File: config.mk
export PLATFORM = sky130hd
export DESIGN_NAME = switch_debouncer_flat
export DESIGN_NICKNAME = d
export VERILOG_FILES = /design/src/rtl/switch_debouncer_pkg.sv /design/src/rtl/switch_debouncer_if.sv /design/src/rtl/switch_debouncer_channel.sv /design/src/rtl/switch_debouncer.sv /design/src/flat_wrapper.sv
export SDC_FILE = /design/constraint.sdc
export NUM_CORES = 1
export LEC_CHECK = 0
export BUFFER_PORTS_ARGS = -buffer_cell sky130_fd_sc_hd__buf_2
export CAP_MARGIN = 30
export CORE_ASPECT_RATIO = 1.1
export CORE_MARGIN = 1
export CORE_UTILIZATION = 35
export DETAILED_ROUTE_END_ITERATION = 10
export SYNTH_ARGS = -nofsm -noshare
export SYNTH_HDL_FRONTEND = slang
export SYNTH_SLANG_ARGS = --single-unit
export TNS_END_PERCENT = 30
File: constraint.sdc
create_clock -name clk -period 1.21 [get_ports clk]
set_input_delay 0.1815 -clock clk [delete_from_list [all_inputs] [get_ports clk]]
set_output_delay 0.1815 -clock clk [all_outputs]
set_load 0.05 [all_outputs]
File: src/rtl/switch_debouncer_pkg.sv
// Shared types and board constants for the switch conditioning path.
// Optional feature macro: SWITCH_DEBOUNCER_GLITCH_COUNT_EN (glitch counter).
// Contents: channel count/indices, idle level, per-channel output bundle,
//           board debounce defaults and a saturating 16-bit adder.
package switch_debouncer_pkg;

    localparam int SW_NUM = 3;

    typedef logic [SW_NUM-1:0] SwitchPath;

    localparam int SW_IDX_CH = 0;
    localparam int SW_IDX_CE = 1;
    localparam int SW_IDX_CP = 2;

    localparam logic SW_IDLE_LEVEL = 1'b1;

    // Board values: 1 ms tick from a 100 MHz clk, 10-tick hold.
    localparam int DEBOUNCE_COUNT_DEF    = 10;
    localparam int DEBOUNCE_TICK_DIV_DEF = 100_000;

    typedef struct packed {
        logic level;
        logic press;
        logic rel;
    } sw_chan_t;

    function automatic logic [15:0] sat_add16(
        input logic [15:0] a,
        input logic [15:0] b
    );
        logic [16:0] s;
        s = {1'b0, a} + {1'b0, b};
        return s[16] ? 16'hFFFF : s[15:0];
    endfunction

endpackage

File: src/rtl/switch_debouncer_if.sv
// Bundle between the switch pads and the IO controller.
// Optional feature macro: SWITCH_DEBOUNCER_GLITCH_COUNT_EN adds glitchCount.
// Signals: rawIn (pad levels), swLevel (clean level), swPress/swRelease
//          (one-cycle pulses), glitchCount (rejected bounces, optional).
// Modports: master = pad/consumer side, slave = debouncer side.
interface switch_debouncer_if
    import switch_debouncer_pkg::*;
#(
    parameter int NUM_SW = SW_NUM
);

    logic [NUM_SW-1:0] rawIn;
    logic [NUM_SW-1:0] swLevel;
    logic [NUM_SW-1:0] swPress;
    logic [NUM_SW-1:0] swRelease;
`ifdef SWITCH_DEBOUNCER_GLITCH_COUNT_EN
    logic [15:0]       glitchCount;
`endif

    modport master (
        output rawIn,
        input  swLevel,
        input  swPress,
`ifdef SWITCH_DEBOUNCER_GLITCH_COUNT_EN
        input  glitchCount,
`endif
        input  swRelease
    );

    modport slave (
        input  rawIn,
        output swLevel,
        output swPress,
`ifdef SWITCH_DEBOUNCER_GLITCH_COUNT_EN
        output glitchCount,
`endif
        output swRelease
    );

endinterface

File: src/rtl/switch_debouncer_channel.sv
// One switch channel: synchroniser chain, stability counter, level, pulses.
// Ports: clk, rst (async, active-low), i_raw (pad), i_tick (shared tick),
//        o_chan (level/press/rel), o_reject (bounce rejected this cycle).
module switch_debounce_channel
    import switch_debouncer_pkg::*;
#(
    parameter int   SYNC_STAGES    = 2,
    parameter int   DEBOUNCE_COUNT = 4,
    parameter logic IDLE_LEVEL     = SW_IDLE_LEVEL
) (
    input  logic     clk,
    input  logic     rst,
    input  logic     i_raw,
    input  logic     i_tick,
    output sw_chan_t o_chan,
    output logic     o_reject
);

    localparam int            CW       = $clog2(DEBOUNCE_COUNT + 1);
    localparam logic [CW-1:0] CNT_LAST = CW'(DEBOUNCE_COUNT - 1);

    logic [SYNC_STAGES-1:0] r_sync;
    logic [CW-1:0]          r_cnt;
    logic                   r_level;
    logic                   r_press;
    logic                   r_release;

    logic w_synced;
    logic w_diff;
    logic w_accept;

    assign w_synced = r_sync[SYNC_STAGES-1];
    assign w_diff   = w_synced ^ r_level;
    assign w_accept = w_diff & i_tick & (r_cnt == CNT_LAST);

    // Plain flop chain, nothing between stages.
    always_ff @(posedge clk or negedge rst) begin
        if (!rst) begin
            r_sync <= {SYNC_STAGES{IDLE_LEVEL}};
        end else begin
            r_sync <= {r_sync[SYNC_STAGES-2:0], i_raw};
        end
    end

    // Agreement clears every cycle; only disagreement waits for a tick.
    always_ff @(posedge clk or negedge rst) begin
        if (!rst) begin
            r_cnt     <= '0;
            r_level   <= IDLE_LEVEL;
            r_press   <= 1'b0;
            r_release <= 1'b0;
        end else begin
            r_press   <= 1'b0;
            r_release <= 1'b0;
            priority case (1'b1)
                !w_diff: begin
                    r_cnt <= '0;
                end
                w_accept: begin
                    r_level   <= w_synced;
                    r_cnt     <= '0;
                    r_press   <= (w_synced != IDLE_LEVEL);
                    r_release <= (w_synced == IDLE_LEVEL);
                end
                i_tick: begin
                    r_cnt <= r_cnt + CW'(1);
                end
                default: begin
                end
            endcase
        end
    end

    assign o_reject     = (r_cnt != '0) & ~w_diff;
    assign o_chan.level = r_level;
    assign o_chan.press = r_press;
    assign o_chan.rel   = r_release;

endmodule

File: src/rtl/switch_debouncer.sv
// Synchronise and debounce the CH/CE/CP switch pads for the IO controller.
// Optional feature macro: SWITCH_DEBOUNCER_GLITCH_COUNT_EN (glitchCount).
// Ports: clk, rst (async, active-low), sw_bus (slave): rawIn in,
//        swLevel/swPress/swRelease out, glitchCount out (optional).
module switch_debouncer
    import switch_debouncer_pkg::*;
#(
    parameter int   NUM_SW         = SW_NUM,
    parameter int   SYNC_STAGES    = 2,
    parameter int   DEBOUNCE_COUNT = 4,
    parameter int   TICK_DIV       = 1,
    parameter logic IDLE_LEVEL     = SW_IDLE_LEVEL
) (
    input  logic               clk,
    input  logic               rst,
    switch_debouncer_if.slave  sw_bus
);

    logic w_tick;

    generate
        if (TICK_DIV > 1) begin : g_presc
            localparam int            PW       = $clog2(TICK_DIV);
            localparam logic [PW-1:0] PRE_LAST = PW'(TICK_DIV - 1);

            logic [PW-1:0] r_pre;

            always_ff @(posedge clk or negedge rst) begin
                if (!rst) begin
                    r_pre <= '0;
                end else if (r_pre == PRE_LAST) begin
                    r_pre <= '0;
                end else begin
                    r_pre <= r_pre + PW'(1);
                end
            end

            assign w_tick = (r_pre == PRE_LAST);
        end else begin : g_nopresc
            assign w_tick = 1'b1;
        end
    endgenerate

    sw_chan_t          w_chan   [NUM_SW];
    logic [NUM_SW-1:0] w_level;
    logic [NUM_SW-1:0] w_press;
    logic [NUM_SW-1:0] w_release;
`ifdef SWITCH_DEBOUNCER_GLITCH_COUNT_EN
    logic [NUM_SW-1:0] w_reject;
`endif

    generate
        for (genvar g = 0; g < NUM_SW; g++) begin : g_ch
            switch_debounce_channel #(
                .SYNC_STAGES    (SYNC_STAGES),
                .DEBOUNCE_COUNT (DEBOUNCE_COUNT),
                .IDLE_LEVEL     (IDLE_LEVEL)
            ) u_ch (
                .clk      (clk),
                .rst      (rst),
                .i_raw    (sw_bus.rawIn[g]),
                .i_tick   (w_tick),
                .o_chan   (w_chan[g]),
`ifdef SWITCH_DEBOUNCER_GLITCH_COUNT_EN
                .o_reject (w_reject[g])
`else
                .o_reject ()
`endif
            );
        end
    endgenerate

    always_comb begin
        w_level   = '0;
        w_press   = '0;
        w_release = '0;
        for (int i = 0; i < NUM_SW; i++) begin
            w_level[i]   = w_chan[i].level;
            w_press[i]   = w_chan[i].press;
            w_release[i] = w_chan[i].rel;
        end
    end

    assign sw_bus.swLevel   = w_level;
    assign sw_bus.swPress   = w_press;
    assign sw_bus.swRelease = w_release;

`ifdef SWITCH_DEBOUNCER_GLITCH_COUNT_EN
    logic [15:0] w_rej_num;
    logic [15:0] r_glitch;

    // Several channels rejecting together add their count at once.
    always_comb begin
        w_rej_num = '0;
        for (int i = 0; i < NUM_SW; i++) begin
            w_rej_num = w_rej_num + 16'(w_reject[i]);
        end
    end

    always_ff @(posedge clk or negedge rst) begin
        if (!rst) begin
            r_glitch <= '0;
        end else begin
            r_glitch <= sat_add16(r_glitch, w_rej_num);
        end
    end

    assign sw_bus.glitchCount = r_glitch;
`endif

endmodule

File: src/flat_wrapper.sv
// flat-port wrapper written by rule: the top's interface ports become plain ports
module switch_debouncer_flat import switch_debouncer_pkg::*;
#(
    parameter int   NUM_SW         = SW_NUM,
    parameter int   SYNC_STAGES    = 2,
    parameter int   DEBOUNCE_COUNT = 4,
    parameter int   TICK_DIV       = 1,
    parameter logic IDLE_LEVEL     = SW_IDLE_LEVEL
)
  (clk, rst, sw_bus_rawIn, sw_bus_swLevel, sw_bus_swPress, sw_bus_swRelease);
  switch_debouncer_if #(.NUM_SW(NUM_SW)) sw_bus_i ();
  input  logic clk;
  input  logic rst;
  input wire logic [$bits(sw_bus_i.rawIn)-1:0] sw_bus_rawIn;
  output wire logic [$bits(sw_bus_i.swLevel)-1:0] sw_bus_swLevel;
  output wire logic [$bits(sw_bus_i.swPress)-1:0] sw_bus_swPress;
  output wire logic [$bits(sw_bus_i.swRelease)-1:0] sw_bus_swRelease;
  assign sw_bus_i.rawIn = sw_bus_rawIn;
  assign sw_bus_swLevel = sw_bus_i.swLevel;
  assign sw_bus_swPress = sw_bus_i.swPress;
  assign sw_bus_swRelease = sw_bus_i.swRelease;
  switch_debouncer #(.NUM_SW(NUM_SW), .SYNC_STAGES(SYNC_STAGES), .DEBOUNCE_COUNT(DEBOUNCE_COUNT), .TICK_DIV(TICK_DIV), .IDLE_LEVEL(IDLE_LEVEL)) u_core (.clk(clk), .rst(rst), .sw_bus(sw_bus_i));
endmodule
==> qor.yml <==
status: "finished, final reports clean"
gp_congestion: 0.738
nets: 84
viasPerCell: 4.53
dieArea_um2: 2870
htree_levels: 1
crit_cells: 1
final_cells: 106
required_ns: 1.03
syn_inst: 60
cts.sinks: 24
max_slew_margin: 0.658
p_comb_frac: 0.379
hp-class: "input port to async pin"
vdd_ir_drop_max_mv: 1.26
crit_type: "register to output pin"
power_uw: 2420
num-fill-cells: 249
maxCapViolCount: 0
initial_core_util: 0.370
dp_cells: 95
antenna_found_initial: 0
cp_max_fo: 2
rr_worst_depth: 3
synth_area_um2: 932
worstSetupEndpointType: "output pin"
worst_clock_skew_ns: 0.00416
portBuffers: 13
grt_util_all_layers: 0.0989
numCtsBuffers: 3
die_w_um: 51.2
whs_ns: 0.359
area_delta_synth_final_pct: 19.3
cts.clk_slew.worst_paths_ns: 0.12
grt_pass1_wl_um: 2080
core_area_um2: 2520
grt_pass1_vias: 504
num_vias: 480
period_minus_slack_ns: 1.21
synth_area_per_cell_um2: 15.5
ios: 14
crit_chain: "buf_8"
swShare: 0.326
hpwl_um: 772
path_buf_inv: 1
cpPeakStageDelay_ns: 0.57
rows: 19
clock-root-buffer: "clkbuf_4"
crit_slowest_cell: "dfstp_2"
fmax_ghz: 0.829
rsz0062_at_grt: "yes"
ys_types: 12
cts_tree: "done"
drive_gt1_frac: 0.493
wirelength_um: 1160
worst_slew_pin_slew_ns: 0.513
clockPowerShare: 0.169
setup_viol: 0
clk_latency_ns: 0.31
powerDensity_nw_per_um2: 2170
routedWlPerCell_um: 10.9
synth-seq-cells: 24
clock_path_buffers: 2
seqPwrFrac: 0.453
grt_overflow: 0
drtIter0Drc: 5
ys.warnings.count: 0
grt_max_degree: 25
hold_violations: 0
power_switching_uw: 787
drv_slew: 0
cp-start-kind: "register"
drt_first_pass_iters: 3
ys_seq_area_frac: 0.656
period_share: 0.997
power.internal_uw: 1630
drc: 0
diodes: 0
die_h_um: 56.1
postRouteAntennaNets: 0
cp_top_family: "flip-flops"
critPathArrivalTime_ns: 1.03
syn-num-nets: 68
p_leak_uw: 0.000531
cells in the mapped netlist (all sizes together):
cell type / count / area share
dfstp: 9 / 0.25
and3b: 4 / 0.038
nand2b: 2 / 0.030
nor3: 1 / 0.0054
buf: 9 / 0.072
xnor2: 3 / 0.028
nor3b: 9 / 0.072
mux2: 3 / 0.036
ha: 3 / 0.040
nor2b: 2 / 0.021
dfrtp: 15 / 0.40
sequential cells by signal (all words and copies together), names as in the netlist:
signal,count
u_core.g_ch.u_ch.r_cnt,9
u_core.g_ch.u_ch.r_level,3
u_core.g_ch.u_ch.r_press,3
u_core.g_ch.u_ch.r_release,3
u_core.g_ch.u_ch.r_sync,6
routing by layer:
metal | up-vias | global-route usage | share of wire
met2 | 15 | 0.154 | 0.45
met1 | 235 | 0.121 | 0.48
met3 | 2 | 0.0246 | 0.043
met5 | - | 0 | 0
met4 | 0 | 0.0595 | 0.025
li1 | 228 | - | -
timing repair:
item	4_1_cts	5_1_grt
hold buffers	4	0
buffers inserted	3	0
resized for setup	8	3
endpoints found under the setup margin	3	5
endpoints found under the hold margin	18	0
per-stage QoR:
step	setup slack, ns	setup TNS [ns]	instance area (um^2)	utilization
after floorplan	0.135	0	932	-
after global placement	0.104	0	968	0.384
after detailed placement	0.0844	0	968	0.384
after CTS	-0.0114	-0.0272	1090	0.434
after global routing	-0.0453	-0.119	1110	0.441
final	0.00322	0	1110	0.441
power groups by stage:
stage               Sequential [uW]  Clock (uW)  Combinational, uW
finish                         1090         407                915
global route                   1120         463                992
CTS                            1090         433                875
detailed placement             1130           0                658
global placement               1120           0                643
floorplan                      1100           0                624
cell families (layout without fill, tap and decap cells):
| group | after synthesis | count (layout) | share of synthesized area |
|---|---|---|---|
| xor gates and xnor gates | 3 | 3 | 0.0282 |
| and+or+nand+nor | 18 | 18 | 0.166 |
| DFF | 24 | 24 | 0.656 |
| adders and majority gates | 3 | 3 | 0.0403 |
| buffers and inverters | 9 | 24 | 0.0725 |
| muxes | 3 | 3 | 0.0362 |
path summary, 6_finish.rpt:
| check | start | endpoint | slack (ns) |
|---|---|---|---|
| worst min register to register | u_core.g_ch[1].u_ch.r_sync[0]$_DFF_PN1_ | u_core.g_ch[1].u_ch.r_sync[1]$_DFF_PN1_ | 0.37 |
| worst max-delay path | u_core.g_ch[0].u_ch.r_level$_DFFE_PN1P_ | sw_bus_swLevel[0] | 0.003 |
| max in group asynchronous | rst | u_core.g_ch[2].u_ch.r_level$_DFFE_PN1P_ | 0.48 |
| worst max register to register | u_core.g_ch[2].u_ch.r_cnt[0]$_DFF_PN0_ | u_core.g_ch[2].u_ch.r_level$_DFFE_PN1P_ | 0.08 |
| worst min-delay path | rst | u_core.g_ch[0].u_ch.r_cnt[1]$_DFF_PN0_ | 0.36 |
| min in group clk | u_core.g_ch[1].u_ch.r_sync[0]$_DFF_PN1_ | u_core.g_ch[1].u_ch.r_sync[1]$_DFF_PN1_ | 0.37 |
area by class of cell:
cell class / instances / area [um^2] / area share
multi-input cells: 27 / 268 / 0.241
well taps: 31 / 38.8 / 0.0349
repair buffers: 20 / 158 / 0.142
clock buffers: 4 / 36.3 / 0.0326
flip-flops and latches: 24 / 612 / 0.550
cells in the final DEF, fill, tap and decap left out, drive strengths merged:
cell / instances
and3b: 4
buf: 16
clkbuf: 4
dfrtp: 15
dfstp: 9
dlygate4sd3: 4
ha: 3
mux2: 3
nand2b: 2
nor2b: 2
nor3: 1
nor3b: 9
xnor2: 3
(Power assumes the default switching activity.)
